<file path="src/rtl/sprite_pkg.sv">
// Shared sprite definitions: screen geometry, color type, blitter state
// encoding and a constant-coefficient row-scaling helper.
package sprite_pkg;

    localparam int unsigned SCREEN_W = 640;
    localparam int unsigned SCREEN_H = 480;

    typedef logic [11:0] color_t;

    localparam color_t TRANSPARENT = 12'h808;

    typedef enum logic [1:0] {
        ST_IDLE  = 2'd0,
        ST_RUN   = 2'd1,
        ST_DRAIN = 2'd2,
        ST_DONE  = 2'd3
    } blit_state_t;

    // Signed frame-buffer row base: holds py*SCREEN_W for py in [-1024, 2047].
    localparam int ROW_BASE_W = 23;
    typedef logic signed [ROW_BASE_W-1:0] row_base_t;

    // Scales a screen y by a constant width with shift-and-add only; the
    // width argument is a constant so this folds into a few adders.
    function automatic row_base_t scale_row(input logic signed [10:0] y,
                                            input int unsigned     k);
        row_base_t acc;
        row_base_t y_ext;
        acc   = '0;
        y_ext = {{12{y[10]}}, y};
        for (int i = 0; i < 11; i++) begin
            if (k[i]) begin
                acc = acc + (y_ext <<< i);
            end else begin
                acc = acc;
            end
        end
        return acc;
    endfunction

endpackage

</file>
<file path="src/rtl/blit_clip.sv">
// Combinational screen clipper: turns the current sprite pixel position into
// an on-screen flag and its frame-buffer address (row base + x).
module blit_clip #(
    parameter int unsigned SCREEN_W = sprite_pkg::SCREEN_W,
    parameter int unsigned SCREEN_H = sprite_pkg::SCREEN_H,
    parameter int unsigned FB_AW    = 19
) (
    input  logic signed [10:0]    dst_x,
    input  logic signed [10:0]    dst_y,
    input  logic [9:0]            col,
    input  logic [9:0]            row,
    input  sprite_pkg::row_base_t row_base,
    output logic                  on_screen,
    output logic [FB_AW-1:0]      fb_addr
);
    import sprite_pkg::*;

    logic signed [11:0] px_s;
    logic signed [11:0] py_s;

    // Pixel coordinates, range test against both screen edges, and address.
    always_comb begin
        px_s      = $signed({dst_x[10], dst_x}) + $signed({2'b00, col});
        py_s      = $signed({dst_y[10], dst_y}) + $signed({2'b00, row});
        on_screen = !px_s[11] && ({1'b0, px_s[10:0]} < 12'(SCREEN_W)) &&
                    !py_s[11] && ({1'b0, py_s[10:0]} < 12'(SCREEN_H));
        fb_addr   = FB_AW'(row_base + {{11{px_s[11]}}, px_s});
    end

endmodule

</file>
<file path="src/rtl/sprite_blitter.sv">
// Sprite copy engine: walks a row-major sprite in ROM one pixel per advance,
// drops the transparency key, clips to the screen and drives a held-until-
// accepted frame-buffer write port.
module sprite_blitter #(
    parameter int unsigned       SCREEN_W    = sprite_pkg::SCREEN_W,
    parameter int unsigned       SCREEN_H    = sprite_pkg::SCREEN_H,
    parameter int unsigned       ROM_AW      = 18,
    parameter int unsigned       FB_AW       = 19,
    parameter sprite_pkg::color_t TRANSPARENT = sprite_pkg::TRANSPARENT
) (
    input  logic                Clk,
    input  logic                Reset_n,
    input  logic                start,
    input  logic [ROM_AW-1:0]   src_base,
    input  logic [9:0]          spr_w,
    input  logic [9:0]          spr_h,
    input  logic signed [10:0]  dst_x,
    input  logic signed [10:0]  dst_y,
    output logic                busy,
    output logic                done,
    output logic [ROM_AW-1:0]   rom_addr,
    input  logic [11:0]         rom_color,
    output logic [FB_AW-1:0]    fb_addr,
    output logic [11:0]         fb_data,
    output logic                fb_we,
    input  logic                fb_ready
);
    import sprite_pkg::*;

    blit_state_t        state_r,    state_nxt_s;
    logic [9:0]         w_r,        w_nxt_s;
    logic [9:0]         h_r,        h_nxt_s;
    logic signed [10:0] dx_r,       dx_nxt_s;
    logic signed [10:0] dy_r,       dy_nxt_s;
    logic [9:0]         col_r,      col_nxt_s;
    logic [9:0]         row_r,      row_nxt_s;
    logic [ROM_AW-1:0]  ptr_r,      ptr_nxt_s;
    row_base_t          rb_r,       rb_nxt_s;
    logic               fb_we_r,    fb_we_nxt_s;
    logic [FB_AW-1:0]   fb_addr_r,  fb_addr_nxt_s;
    logic [11:0]        fb_data_r,  fb_data_nxt_s;
    logic               busy_r;
    logic               done_r;

    logic               advance_s;
    logic               last_col_s;
    logic               last_row_s;
    logic               on_screen_s;
    logic [FB_AW-1:0]   pix_addr_s;

    blit_clip #(
        .SCREEN_W (SCREEN_W),
        .SCREEN_H (SCREEN_H),
        .FB_AW    (FB_AW)
    ) u_clip (
        .dst_x     (dx_r),
        .dst_y     (dy_r),
        .col       (col_r),
        .row       (row_r),
        .row_base  (rb_r),
        .on_screen (on_screen_s),
        .fb_addr   (pix_addr_s)
    );

    // State register.
    always_ff @(posedge Clk) begin
        if (!Reset_n) begin
            state_r <= ST_IDLE;
        end else begin
            state_r <= state_nxt_s;
        end
    end

    // Next state plus next values of counters, pointer and write port.
    always_comb begin
        state_nxt_s   = state_r;
        w_nxt_s       = w_r;
        h_nxt_s       = h_r;
        dx_nxt_s      = dx_r;
        dy_nxt_s      = dy_r;
        col_nxt_s     = col_r;
        row_nxt_s     = row_r;
        ptr_nxt_s     = ptr_r;
        rb_nxt_s      = rb_r;
        fb_we_nxt_s   = fb_we_r;
        fb_addr_nxt_s = fb_addr_r;
        fb_data_nxt_s = fb_data_r;

        // A pending write blocks progress until the frame buffer takes it.
        advance_s  = !fb_we_r || fb_ready;
        last_col_s = (col_r == (w_r - 10'd1));
        last_row_s = (row_r == (h_r - 10'd1));

        case (state_r)
            ST_IDLE: begin
                if (start) begin
                    w_nxt_s   = spr_w;
                    h_nxt_s   = spr_h;
                    dx_nxt_s  = dst_x;
                    dy_nxt_s  = dst_y;
                    col_nxt_s = 10'd0;
                    row_nxt_s = 10'd0;
                    ptr_nxt_s = src_base;
                    rb_nxt_s  = scale_row(dst_y, SCREEN_W);
                    if ((spr_w == 10'd0) || (spr_h == 10'd0)) begin
                        state_nxt_s = ST_DONE;
                    end else begin
                        state_nxt_s = ST_RUN;
                    end
                end else begin
                    state_nxt_s = ST_IDLE;
                end
            end
            ST_RUN: begin
                if (advance_s) begin
                    if ((rom_color != TRANSPARENT) && on_screen_s) begin
                        fb_we_nxt_s   = 1'b1;
                        fb_addr_nxt_s = pix_addr_s;
                        fb_data_nxt_s = rom_color;
                    end else begin
                        fb_we_nxt_s   = 1'b0;
                    end
                    ptr_nxt_s = ptr_r + ROM_AW'(1);
                    if (last_col_s) begin
                        col_nxt_s = 10'd0;
                        row_nxt_s = row_r + 10'd1;
                        rb_nxt_s  = rb_r + row_base_t'(SCREEN_W);
                    end else begin
                        col_nxt_s = col_r + 10'd1;
                    end
                    if (last_col_s && last_row_s) begin
                        state_nxt_s = ST_DRAIN;
                    end else begin
                        state_nxt_s = ST_RUN;
                    end
                end else begin
                    state_nxt_s = ST_RUN;
                end
            end
            ST_DRAIN: begin
                if (advance_s) begin
                    fb_we_nxt_s = 1'b0;
                    state_nxt_s = ST_DONE;
                end else begin
                    state_nxt_s = ST_DRAIN;
                end
            end
            ST_DONE: begin
                state_nxt_s = ST_IDLE;
            end
            default: begin
                state_nxt_s = ST_IDLE;
                fb_we_nxt_s = 1'b0;
            end
        endcase
    end

    // Datapath and output registers; reset drops any pending write.
    always_ff @(posedge Clk) begin
        if (!Reset_n) begin
            w_r       <= 10'd0;
            h_r       <= 10'd0;
            dx_r      <= 11'sd0;
            dy_r      <= 11'sd0;
            col_r     <= 10'd0;
            row_r     <= 10'd0;
            ptr_r     <= '0;
            rb_r      <= '0;
            fb_we_r   <= 1'b0;
            fb_addr_r <= '0;
            fb_data_r <= 12'h000;
            busy_r    <= 1'b0;
            done_r    <= 1'b0;
        end else begin
            w_r       <= w_nxt_s;
            h_r       <= h_nxt_s;
            dx_r      <= dx_nxt_s;
            dy_r      <= dy_nxt_s;
            col_r     <= col_nxt_s;
            row_r     <= row_nxt_s;
            ptr_r     <= ptr_nxt_s;
            rb_r      <= rb_nxt_s;
            fb_we_r   <= fb_we_nxt_s;
            fb_addr_r <= fb_addr_nxt_s;
            fb_data_r <= fb_data_nxt_s;
            busy_r    <= (state_nxt_s != ST_IDLE);
            done_r    <= (state_nxt_s == ST_DONE);
        end
    end

    assign busy     = busy_r;
    assign done     = done_r;
    assign rom_addr = ptr_r;
    assign fb_we    = fb_we_r;
    assign fb_addr  = fb_addr_r;
    assign fb_data  = fb_data_r;

endmodule

</file>
<file path="config.mk">
export PLATFORM = sky130hd
export DESIGN_NAME = sprite_blitter
export DESIGN_NICKNAME = d
export VERILOG_FILES = /design/src/rtl/sprite_pkg.sv /design/src/rtl/blit_clip.sv /design/src/rtl/sprite_blitter.sv
export SDC_FILE = /design/constraint.sdc
export NUM_CORES = 1
export LEC_CHECK = 0
export CAP_MARGIN = 20
export CELL_PAD_IN_SITES_DETAIL_PLACEMENT = 2
export CELL_PAD_IN_SITES_GLOBAL_PLACEMENT = 2
export CORE_MARGIN = 8
export CORE_UTILIZATION = 34
export DETAILED_ROUTE_END_ITERATION = 10
export PLACE_DENSITY = 0.95
export SYNTH_ARGS = -nofsm -noshare
export SYNTH_HDL_FRONTEND = slang
export SYNTH_SLANG_ARGS = --single-unit
export TNS_END_PERCENT = 100
</file>
<file path="constraint.sdc">
create_clock -name Clk -period 6 [get_ports Clk]
set_clock_uncertainty 0.1 [all_clocks]
set_input_delay 1.8 -clock Clk [delete_from_list [all_inputs] [get_ports Clk]]
set_output_delay 1.8 -clock Clk [all_outputs]
set_load 0.005 [all_outputs]
</file>
==> results.txt <==
top cells by area, synth -> dfxtp_1, ha_1, nand2_1
post-route cell area -> 10000 um^2
via total after detailed routing -> 8233
Die Y -> 168 um
RSZ-0062 raised after global routing -> false
PD cells -> 269 nW/um^2
Critical R2R Launch -> col_r[0]
Crit. Startpoint -> col_r[0]
TritonCTS Buffers -> 17
most used flip-flop cell after synthesis -> dfxtp_1
critical path required time -> 6180 ps
Clock Latency Late Sink -> 440 ps
wire per inst -> 25.1 um
WP data arrival -> 5060 ps
max frequency -> 205 MHz
synthesis-stage register bit count -> 128
Psw -> 784 uW
Initial Util -> 34.7%
cell mode on critical path -> a21o_1
H-Tree Depth -> 4
# IOs -> 128
cells along the critical path -> ha_1 -> inv_1 -> fa_1 -> nor2b_1 -> o2111ai_1 -> nand3_1 -> and3_1 -> nor2_1 -> ha_1 -> a21o_1 -> a21o_1 -> a21o_1 -> a2111oi_0 -> o31ai_1 -> a21oi_1 -> xnor2_1 -> mux2i_1 -> nor2_1
part of the Yosys area used for sequential elements -> 32.6%
CTS Hold Bufs -> 0
CP Max Fanout -> 7
# DRC -> 0
Max-slew headroom -> 33.7%
number of vias per cell -> 5.89
area leader, netlist -> dfxtp_1
CP max stage cell -> a2111oi_0
clk slew on worst S/H paths -> 60 ps
top cells by instance count after synthesis -> nand2_1, dfxtp_1, nor2_1
Crit Path Class -> reg2reg
syn_area_per_cell -> 7.92 um^2
Final Worst Setup Slack -> 1130 ps
Routed WL -> 35000 um
Max VDD drop -> 0.000126 V
Int Power -> 1.91 mW
gr usage total -> 24.6%
Iteration-0 DRC Markers -> 374
Synth Instances -> 993
drt first pass iters -> 5
Final #Nets -> 1222
filler instances -> 2481
launch point of the worst hold path -> fb_addr[5]
status -> finished, final reports clean
DP Area -> 9350 um^2
initial antenna violation count -> 1
Die X -> 168 um
RePlAce Congestion -> 0.833
CP bufs+invs -> 1
share of layout cells above drive strength 1 -> 5.58%
Comb pwr share -> 19.7%
Post-synth ARST share -> 0%
largest net degree at the start of global routing -> 55
vias in the first global route -> 9501
Layout area overhead -> 27.4%
total grt overflow -> 0
max-slew violations -> 0
mapped cell area -> 7860 um^2
Post-synth EDFFs -> 0
Yosys cell types -> 69
max-cap check violation count -> 0
Clock Sinks -> 128
Final Hold Fails -> 0
Post-CTS Resized -> 0
Critical Path Sink Type -> register
CP peak stage delay -> 620 ps
core area -> 22600 um^2
Placement Setup Slack -> 1320 ps
CTS tree -> yes
min Tclk post-route -> 4870 ps
# rows -> 55
dpl hpwl -> 22100 um
critical path launch point type -> register
Sequential Power Share -> 35.8%
# setup viols final -> 0
overall power -> 2.70 mW
Post-DRT Antenna Nets -> 0
port buffer count -> 127
Clk pwr share -> 44.5%
Root Driver -> clkbuf_16
setup_tns -> 0 ps
Setup Fix Bufs, Post-CTS -> 0
Mapped Nets -> 1117
share of the synthesized area in the top cell type -> 32.6%
Die ar. -> 28200 um^2
most numerous cell in the Yosys netlist -> nand2_1
Ys Warns -> 0
Leak -> 4.00 nW
Hold Crit Class -> reg2reg
worst slew pin tran -> 993 ps
switch share -> 29.1%
Tcrit/Tclk final -> 81.2%
first-pass GRT wire length -> 55100 um
CP delay by family, top -> compound AO/OA/AOI/OAI gates
Longest Clk Path Bufs -> 2
-- power groups by stage --
stage	clock network (mW)	logic (mW)	registers (mW)
finish	1.20	0.530	0.966
floorplan	0	0.298	0.957
detailed placement	0	0.495	0.977
global placement	0	0.463	0.974
global route	1.24	0.569	0.971
CTS	1.21	0.528	0.964
-- path summary, 6_finish.rpt --
check	to	slack, ps	depth (start not counted)
worst min register to register	fb_addr[5]	370	2
worst max-delay path	fb_addr[17]	1130	18
worst max register to register	fb_addr[17]	1130	18
worst min-delay path	fb_addr[5]	370	2
-- stage by stage --
step | cells | util [%] | hold slack, ps
2_1_floorplan | 993 | - | 344
3_3_place_gp | 1364 | 41.3 | 345
3_5_place_dp | 1364 | 41.3 | 366
4_1_cts | 1396 | 44.2 | 376
5_1_grt | 1397 | 44.2 | 414
6_report | 1397 | 44.2 | 371
-- layout by cell type, fill, tap and decap left out, types with 9 or more instances in the layout --
cell type | synthesis | final
inv_1 | 20 | 19
clkbuf_16 | 0 | 17
nor2b_1 | 18 | 17
nor2_1 | 102 | 100
o21ai_0 | 48 | 48
a211oi_1 | 13 | 13
nand3_1 | 30 | 30
a21o_1 | 18 | 18
nand2_1 | 145 | 145
and2_1 | 10 | 10
ha_1 | 46 | 46
and3_1 | 15 | 15
a21oi_1 | 73 | 73
nor3b_1 | 11 | 11
xor2_1 | 30 | 30
mux2i_1 | 32 | 32
buf_4 | 3 | 9
clkdlybuf4s50_1 | 0 | 126
xnor2_1 | 37 | 37
nor3_1 | 22 | 22
a21boi_0 | 28 | 28
dfxtp_1 | 128 | 128
-- registers in the layout, indices dropped and copies added, names as in the netlist --
signal and flops:
dx_r 11, row_r 10, dy_r 11, col_r 10
fb_addr 19, rb_r 12, h_r 10, busy 1
state_r 2, done 1, fb_data 12, rom_addr 18
w_r 10, fb_we 1
-- per-layer routing --
layer,vias up,wire [um],track usage (%)
met5,-,0,0
met1,4136,14000,27.0
li1,3717,-,-
met4,0,1590,13.5
met2,274,17800,43.8
met3,106,1620,5.19
-- area by class of cell --
type	instances	area, um^2	area share [%]
Tap cell	285	357	3.56
Clock buffer	22	484	4.83
Sequential cell	128	2560	25.6
Timing Repair Buffer	136	1330	13.3
Multi-Input combinational cell	795	5020	50.1
Antenna cell	1	2.50	0.0250
Clock inverter	10	180	1.80
Inverter	20	75.1	0.749
-- logic make-up (layout without fill, tap and decap cells) --
group	after synthesis	in the layout	synth area share, %
AOI/OAI and AO/OA	240	240	19.5
xor gates and xnor gates	67	67	7.46
DFF	128	128	32.6
other	1	2	0.0477
and+or+nand+nor	406	406	24.6
buffers and inverters	70	188	3.74
muxes	33	33	4.22
adders and majority gates	48	48	7.83
-- worst reg2reg max path: cells and delay by family (launching register included) --
kind            cells  cell delay, ps
compound gates      7            1910
xor+xnor            1              80
flops               1             580
fa+ha+maj           3            1090
simple gates        5             720
buf+inv             1             100
mux                 1             130
Power figures use the tool's default switching activity.
